**src/rtl/spi_rect_fill.sv**
```systemverilog
// Rectangle fill streamer for an SPI TFT panel: clips the requested rectangle,
// then serialises CASET/RASET/RAMWR and the fill pixels over SPI mode 0.
module spi_rect_fill #(
    parameter int CLK_DIV = 2,
    parameter int COORD_W = 9,
    parameter int H_RES   = 240,
    parameter int V_RES   = 320
) (
    input  logic               i_clk,
    input  logic               i_rst,
    input  logic               i_start,
    input  logic [COORD_W-1:0] i_x0,
    input  logic [COORD_W-1:0] i_y0,
    input  logic [COORD_W-1:0] i_w,
    input  logic [COORD_W-1:0] i_h,
    input  logic [15:0]        i_color,
    output logic               o_sclk,
    output logic               o_mosi,
    output logic               o_cs,
    output logic               o_dc,
    output logic               o_busy,
    output logic               o_done
);

    localparam int PIX_W = $clog2(H_RES * V_RES + 1);
    localparam int DIV_W = (CLK_DIV > 1) ? $clog2(CLK_DIV) : 1;
    localparam logic [DIV_W-1:0] DIV_LAST = DIV_W'(CLK_DIV - 1);
    localparam logic [7:0] CMD_CASET = 8'h2A;
    localparam logic [7:0] CMD_RASET = 8'h2B;
    localparam logic [7:0] CMD_RAMWR = 8'h2C;

    typedef enum logic [2:0] {IDLE, CLIP, CMD, ARGS, PIXELS, FINISH} state_t;

    state_t             state_reg;
    logic [COORD_W-1:0] x0_reg, y0_reg, w_reg, h_reg;
    logic [15:0]        color_reg, x1_reg, y1_reg;
    logic [PIX_W-1:0]   pix_left_reg;
    logic [3:0]         idx_reg;
    logic [7:0]         shift_reg;
    logic [2:0]         bit_cnt_reg;
    logic [DIV_W-1:0]   div_cnt_reg;
    logic               send_lo_reg;
    logic               tail_reg;

    logic [15:0] x0_16, y0_16;
    assign x0_16 = 16'(x0_reg);
    assign y0_16 = 16'(y0_reg);

    // Clipping arithmetic is done at 32 bits so H_RES - x0 never wraps for valid x0.
    logic [31:0] x0_ext, y0_ext, room_x, room_y, eff_w, eff_h, area;
    logic        rect_empty;
    logic [15:0] x1_next, y1_next;

    always_comb begin
        x0_ext     = 32'(x0_reg);
        y0_ext     = 32'(y0_reg);
        room_x     = 32'(H_RES) - x0_ext;
        room_y     = 32'(V_RES) - y0_ext;
        eff_w      = (32'(w_reg) < room_x) ? 32'(w_reg) : room_x;
        eff_h      = (32'(h_reg) < room_y) ? 32'(h_reg) : room_y;
        area       = eff_w * eff_h;
        rect_empty = (w_reg == '0) || (h_reg == '0) ||
                     (x0_ext >= 32'(H_RES)) || (y0_ext >= 32'(V_RES));
        x1_next    = 16'(x0_ext + eff_w - 32'd1);
        y1_next    = 16'(y0_ext + eff_h - 32'd1);
    end

    // Header byte that follows header byte idx_reg.
    logic [3:0] idx_next;
    logic [7:0] hdr_byte;
    logic       hdr_dc;

    always_comb begin
        idx_next = idx_reg + 4'd1;
        hdr_byte = CMD_RAMWR;
        hdr_dc   = 1'b1;
        case (idx_next)
            4'd1:    hdr_byte = x0_16[15:8];
            4'd2:    hdr_byte = x0_16[7:0];
            4'd3:    hdr_byte = x1_reg[15:8];
            4'd4:    hdr_byte = x1_reg[7:0];
            4'd5:    begin hdr_byte = CMD_RASET; hdr_dc = 1'b0; end
            4'd6:    hdr_byte = y0_16[15:8];
            4'd7:    hdr_byte = y0_16[7:0];
            4'd8:    hdr_byte = y1_reg[15:8];
            4'd9:    hdr_byte = y1_reg[7:0];
            default: begin hdr_byte = CMD_RAMWR; hdr_dc = 1'b0; end
        endcase
    end

    always_ff @(posedge i_clk or posedge i_rst) begin
        if (i_rst) begin
            state_reg    <= IDLE;
            x0_reg       <= '0;
            y0_reg       <= '0;
            w_reg        <= '0;
            h_reg        <= '0;
            color_reg    <= '0;
            x1_reg       <= '0;
            y1_reg       <= '0;
            pix_left_reg <= '0;
            idx_reg      <= '0;
            shift_reg    <= '0;
            bit_cnt_reg  <= '0;
            div_cnt_reg  <= '0;
            send_lo_reg  <= 1'b0;
            tail_reg     <= 1'b0;
            o_sclk       <= 1'b0;
            o_mosi       <= 1'b0;
            o_cs         <= 1'b1;
            o_dc         <= 1'b0;
            o_busy       <= 1'b0;
            o_done       <= 1'b0;
        end else begin
            o_done <= 1'b0;
            case (state_reg)
                IDLE: begin
                    if (i_start) begin
                        x0_reg    <= i_x0;
                        y0_reg    <= i_y0;
                        w_reg     <= i_w;
                        h_reg     <= i_h;
                        color_reg <= i_color;
                        o_busy    <= 1'b1;
                        state_reg <= CLIP;
                    end
                end
                CLIP: begin
                    if (rect_empty) begin
                        o_done    <= 1'b1;
                        o_busy    <= 1'b0;
                        state_reg <= FINISH;
                    end else begin
                        // CS drops together with the first low half-period.
                        x1_reg       <= x1_next;
                        y1_reg       <= y1_next;
                        pix_left_reg <= PIX_W'(area);
                        idx_reg      <= '0;
                        shift_reg    <= CMD_CASET;
                        o_mosi       <= CMD_CASET[7];
                        o_dc         <= 1'b0;
                        o_cs         <= 1'b0;
                        o_sclk       <= 1'b0;
                        bit_cnt_reg  <= '0;
                        div_cnt_reg  <= '0;
                        tail_reg     <= 1'b0;
                        state_reg    <= CMD;
                    end
                end
                CMD, ARGS, PIXELS: begin
                    if (div_cnt_reg != DIV_LAST) begin
                        div_cnt_reg <= div_cnt_reg + 1'b1;
                    end else begin
                        div_cnt_reg <= '0;
                        if (tail_reg) begin
                            tail_reg  <= 1'b0;
                            o_cs      <= 1'b1;
                            o_dc      <= 1'b0;
                            o_done    <= 1'b1;
                            o_busy    <= 1'b0;
                            state_reg <= FINISH;
                        end else if (!o_sclk) begin
                            o_sclk <= 1'b1;
                        end else begin
                            o_sclk <= 1'b0;
                            if (bit_cnt_reg != 3'd7) begin
                                bit_cnt_reg <= bit_cnt_reg + 3'd1;
                                shift_reg   <= {shift_reg[6:0], 1'b0};
                                o_mosi      <= shift_reg[6];
                            end else begin
                                bit_cnt_reg <= '0;
                                if (state_reg != PIXELS) begin
                                    if (idx_reg == 4'd10) begin
                                        shift_reg   <= color_reg[15:8];
                                        o_mosi      <= color_reg[15];
                                        o_dc        <= 1'b1;
                                        send_lo_reg <= 1'b1;
                                        state_reg   <= PIXELS;
                                    end else begin
                                        idx_reg   <= idx_next;
                                        shift_reg <= hdr_byte;
                                        o_mosi    <= hdr_byte[7];
                                        o_dc      <= hdr_dc;
                                        state_reg <= hdr_dc ? ARGS : CMD;
                                    end
                                end else if (send_lo_reg) begin
                                    shift_reg   <= color_reg[7:0];
                                    o_mosi      <= color_reg[7];
                                    send_lo_reg <= 1'b0;
                                end else if (pix_left_reg == PIX_W'(1)) begin
                                    // Last pixel sent: hold SCLK low one half-period before CS rises.
                                    tail_reg <= 1'b1;
                                    o_mosi   <= 1'b0;
                                end else begin
                                    pix_left_reg <= pix_left_reg - 1'b1;
                                    shift_reg    <= color_reg[15:8];
                                    o_mosi       <= color_reg[15];
                                    send_lo_reg  <= 1'b1;
                                end
                            end
                        end
                    end
                end
                FINISH: begin
                    state_reg <= IDLE;
                end
                default: state_reg <= IDLE;
            endcase
        end
    end

endmodule

```
**config.mk**
```make
export PLATFORM = sky130hd
export DESIGN_NAME = spi_rect_fill
export DESIGN_NICKNAME = d
export VERILOG_FILES = /design/src/rtl/spi_rect_fill.sv
export SDC_FILE = /design/constraint.sdc
export NUM_CORES = 1
export LEC_CHECK = 0
export ABC_AREA = 1
export ABC_CLOCK_PERIOD_IN_PS = 16400
export CAP_MARGIN = 5
export CORE_MARGIN = 3
export CORE_UTILIZATION = 30
export CTS_CLUSTER_DIAMETER = 30
export DETAILED_ROUTE_END_ITERATION = 7
export SLEW_MARGIN = 30
export SYNTH_ARGS = -nofsm -noshare
export SYNTH_HDL_FRONTEND = slang
export SYNTH_SLANG_ARGS = --single-unit
```
**constraint.sdc**
```tcl
create_clock -name i_clk -period 16.4 [get_ports i_clk]
set_input_delay 4.1 -clock i_clk [delete_from_list [all_inputs] [get_ports i_clk]]
set_output_delay 4.1 -clock i_clk [all_outputs]
set_load 0.02 [all_outputs]
```
==> flow_summary.json <==
{
  "netlist_area_sq_mm": 0.0125,
  "ctsResizeCount": 0,
  "cts.clk_slew.worst_paths_ns": 0.06,
  "synth-seq-cells": 127,
  "drv_slew": 0,
  "synth_cell_types": 57,
  "dieHeight_microns": 210,
  "holdBufCountCts": 0,
  "syn_to_final_growth_pct": 15.5,
  "dr.pass1.iters": 5,
  "grt_max_degree": 59,
  "start_kind": "flip-flop",
  "die_x_microns": 210,
  "cp_max_fo": 11,
  "synth_warnings": 0,
  "port_buffers": 60,
  "diodes": 0,
  "final_layout_size_suffix_gt1_frac": 0.0739,
  "synth_edf_count": 0,
  "vias": 10700,
  "place.gp.congestion": 0.887,
  "grt_overflow_total": 0,
  "fmax_mhz": 125,
  "fin_crit_sh": 0.490,
  "wl_per_cell_microns": 14.4,
  "cp.required_ns": 16.73,
  "tightest_slew_ns": 0.811,
  "antenna_found_initial": 0,
  "hp-class": "reg -> reg",
  "fp-row-count": 74,
  "finalCriticalPeriod_ns": 8.03,
  "criticalPathCategory": "reg -> reg",
  "grt_pass1_vias": 10700,
  "synth.area.top_cells": "dfrtp_1 25%, fa_1 15%, ha_1 12%, nand2_1 10%, inv_1 10%",
  "ioPinCount": 61,
  "fp.dieArea_sq_mm": 0.0440,
  "maxCapViolCount": 0,
  "drtIter0Drc": 722,
  "cts_tree": "yes",
  "ys.flop_type": "dfrtp_1",
  "grt_pass1_wl_mm": 54.3,
  "fin_nets": 1982,
  "crit_top_cell": "nand2_1",
  "grt_usage": 0.152,
  "cpPeakStageDelay_ns": 0.56,
  "synthArstFlopShare": 1.00,
  "insertion_delay_ns": 0.43,
  "start_util": 0.304,
  "wl_mm": 32.6,
  "fin_worst_skew_ns": 0.00767,
  "largest_register_ffs": 17,
  "fp.coreArea_sq_mm": 0.0409,
  "cts_root_buf": "clkbuf_16",
  "netlist.area_leader.share": 0.253,
  "endpoint_kind": "flip-flop",
  "clock_path_buffers": 2,
  "drc": 0,
  "cp.arrival_ns": 8.35,
  "rsz0062_at_grt": "no",
  "outcome": "complete, no violations",
  "worst_path_max_delay_cell": "fa_1",
  "syn_inst": 1618,
  "avgSynthCellArea_sq_um": 7.70,
  "htreeDepth": 4,
  "yosysTopAreaCell": "dfrtp_1",
  "tns_ns": 0,
  "slew_headroom": 0.456,
  "dpl.hpwl_mm": 26.3,
  "synth_seq_area_share": 0.255,
  "final-setup-viol-count": 0,
  "viasPerCell": 4.71,
  "hold_violations": 0,
  "cts_buffers": 17,
  "postCtsSetupRepairBufs": 0,
  "cts_sinks": 127,
  "ant_nets": 0
}
path summary, 6_finish.rpt:
check,start,end,slack [ns],cells after the start
worst max register to register,y0_reg[0]$_DFFE_PP0P_,pix_left_reg[16]$_DFFE_PP0P_,8.37,41
max in group asynchronous,i_rst,x0_reg[6]$_DFFE_PP0P_,10.71,4
worst max-delay path,y0_reg[0]$_DFFE_PP0P_,pix_left_reg[16]$_DFFE_PP0P_,8.37,41
worst min register to register,x1_reg[1]$_DFFE_PP0P_,x1_reg[1]$_DFFE_PP0P_,0.48,2
worst min-delay path,x1_reg[1]$_DFFE_PP0P_,x1_reg[1]$_DFFE_PP0P_,0.48,2
min in group asynchronous,i_rst,color_reg[1]$_DFFE_PP0P_,4.04,2
layout by cell type (no fill, tap or decap), types with 17 or more instances in the layout:
| cell type | n |
|---|---|
| a21oi_1 | 72 |
| clkbuf_16 | 17 |
| clkdlybuf4s50_1 | 60 |
| conb_1 | 50 |
| dfrtp_1 | 126 |
| fa_1 | 93 |
| ha_1 | 115 |
| inv_1 | 332 |
| mux2_2 | 20 |
| nand2_1 | 338 |
| nand3_1 | 53 |
| nor2_1 | 161 |
| o21ai_0 | 75 |
| xor2_1 | 25 |
metrics by stage:
| step | hold slack, ns | instance area (sq um) | setup WS (ns) | util | std cells |
|---|---|---|---|---|---|
| CTS | 0.482 | 14400 | 8.43 | 0.351 | 2264 |
| detailed placement | 0.466 | 13800 | 8.46 | 0.337 | 2232 |
| finish | 0.479 | 14400 | 8.37 | 0.351 | 2264 |
| global placement | 0.463 | 13800 | 8.64 | 0.337 | 2232 |
| global route | 0.510 | 14400 | 7.72 | 0.351 | 2264 |
| floorplan | 0.446 | 12600 | 8.92 | - | 1666 |
metal layers:
metal / track usage / part of all wire / vias to the layer above / wire length [microns]
met4: 0.0388 / 0.016 / 0 / 518
met1: 0.218 / 0.47 / 5127 / 15300
li1: - / - / 5174 / -
met2: 0.243 / 0.45 / 321 / 14800
met5: 0 / 0 / - / 0
met3: 0.0221 / 0.064 / 36 / 2070
kinds of logic after synthesis:
| kind of cell | after synthesis | synth area share |
|---|---|---|
| other | 2 | 0.000603 |
| DFF | 127 | 0.255 |
| and+or+nand+nor | 622 | 0.213 |
| buffers and inverters | 380 | 0.118 |
| AOI/OAI and AO/OA | 221 | 0.102 |
| adders and majority gates | 208 | 0.265 |
| xor gates and xnor gates | 36 | 0.0265 |
| muxes | 22 | 0.0197 |
cell type report:
| type | count | area, sq um |
|---|---|---|
| Fill cell | 4333 | 26500 |
| Multi-Input combinational cell | 1159 | 7990 |
| Sequential cell | 127 | 3180 |
| Inverter | 351 | 1320 |
| Tap cell | 532 | 666 |
| Timing Repair Buffer | 63 | 623 |
| Clock buffer | 17 | 425 |
| Clock inverter | 15 | 175 |
cells in the mapped netlist (3+ instances only):
cell type  instances
xor2_1            25
o22ai_1           16
fa_1              93
o21bai_1           4
inv_2             14
nand4_1           12
nor3_2             4
nand3_1           53
a21oi_1           72
o21ai_1           14
or2_2             12
xnor2_1            9
o21ai_0           75
mux2_2            20
a31oi_1            7
buf_1              3
nor2_2             3
nor2_1           161
clkbuf_1          16
buf_6              5
buf_2              4
nand2_1          339
a21boi_1           4
nand2_2            8
nand3b_1           3
a21boi_0           4
o21a_1             3
ha_1             115
nand3_2            4
nor3_1            11
dfrtp_1          126
o21ai_2            8
inv_1            334
worst max-delay path: cells and delay by family, from the launching register on:
kind,cells,cell delay (ns)
flops,1,0.39
simple gates,21,2.09
xor+xnor,1,0.18
buf+inv,8,0.91
fa+ha+maj,9,3.99
compound gates,2,0.35
Power is left out: the tool's default activity adds up to more than one toggle a clock period on the data nets, which glitch-free logic cannot reach.
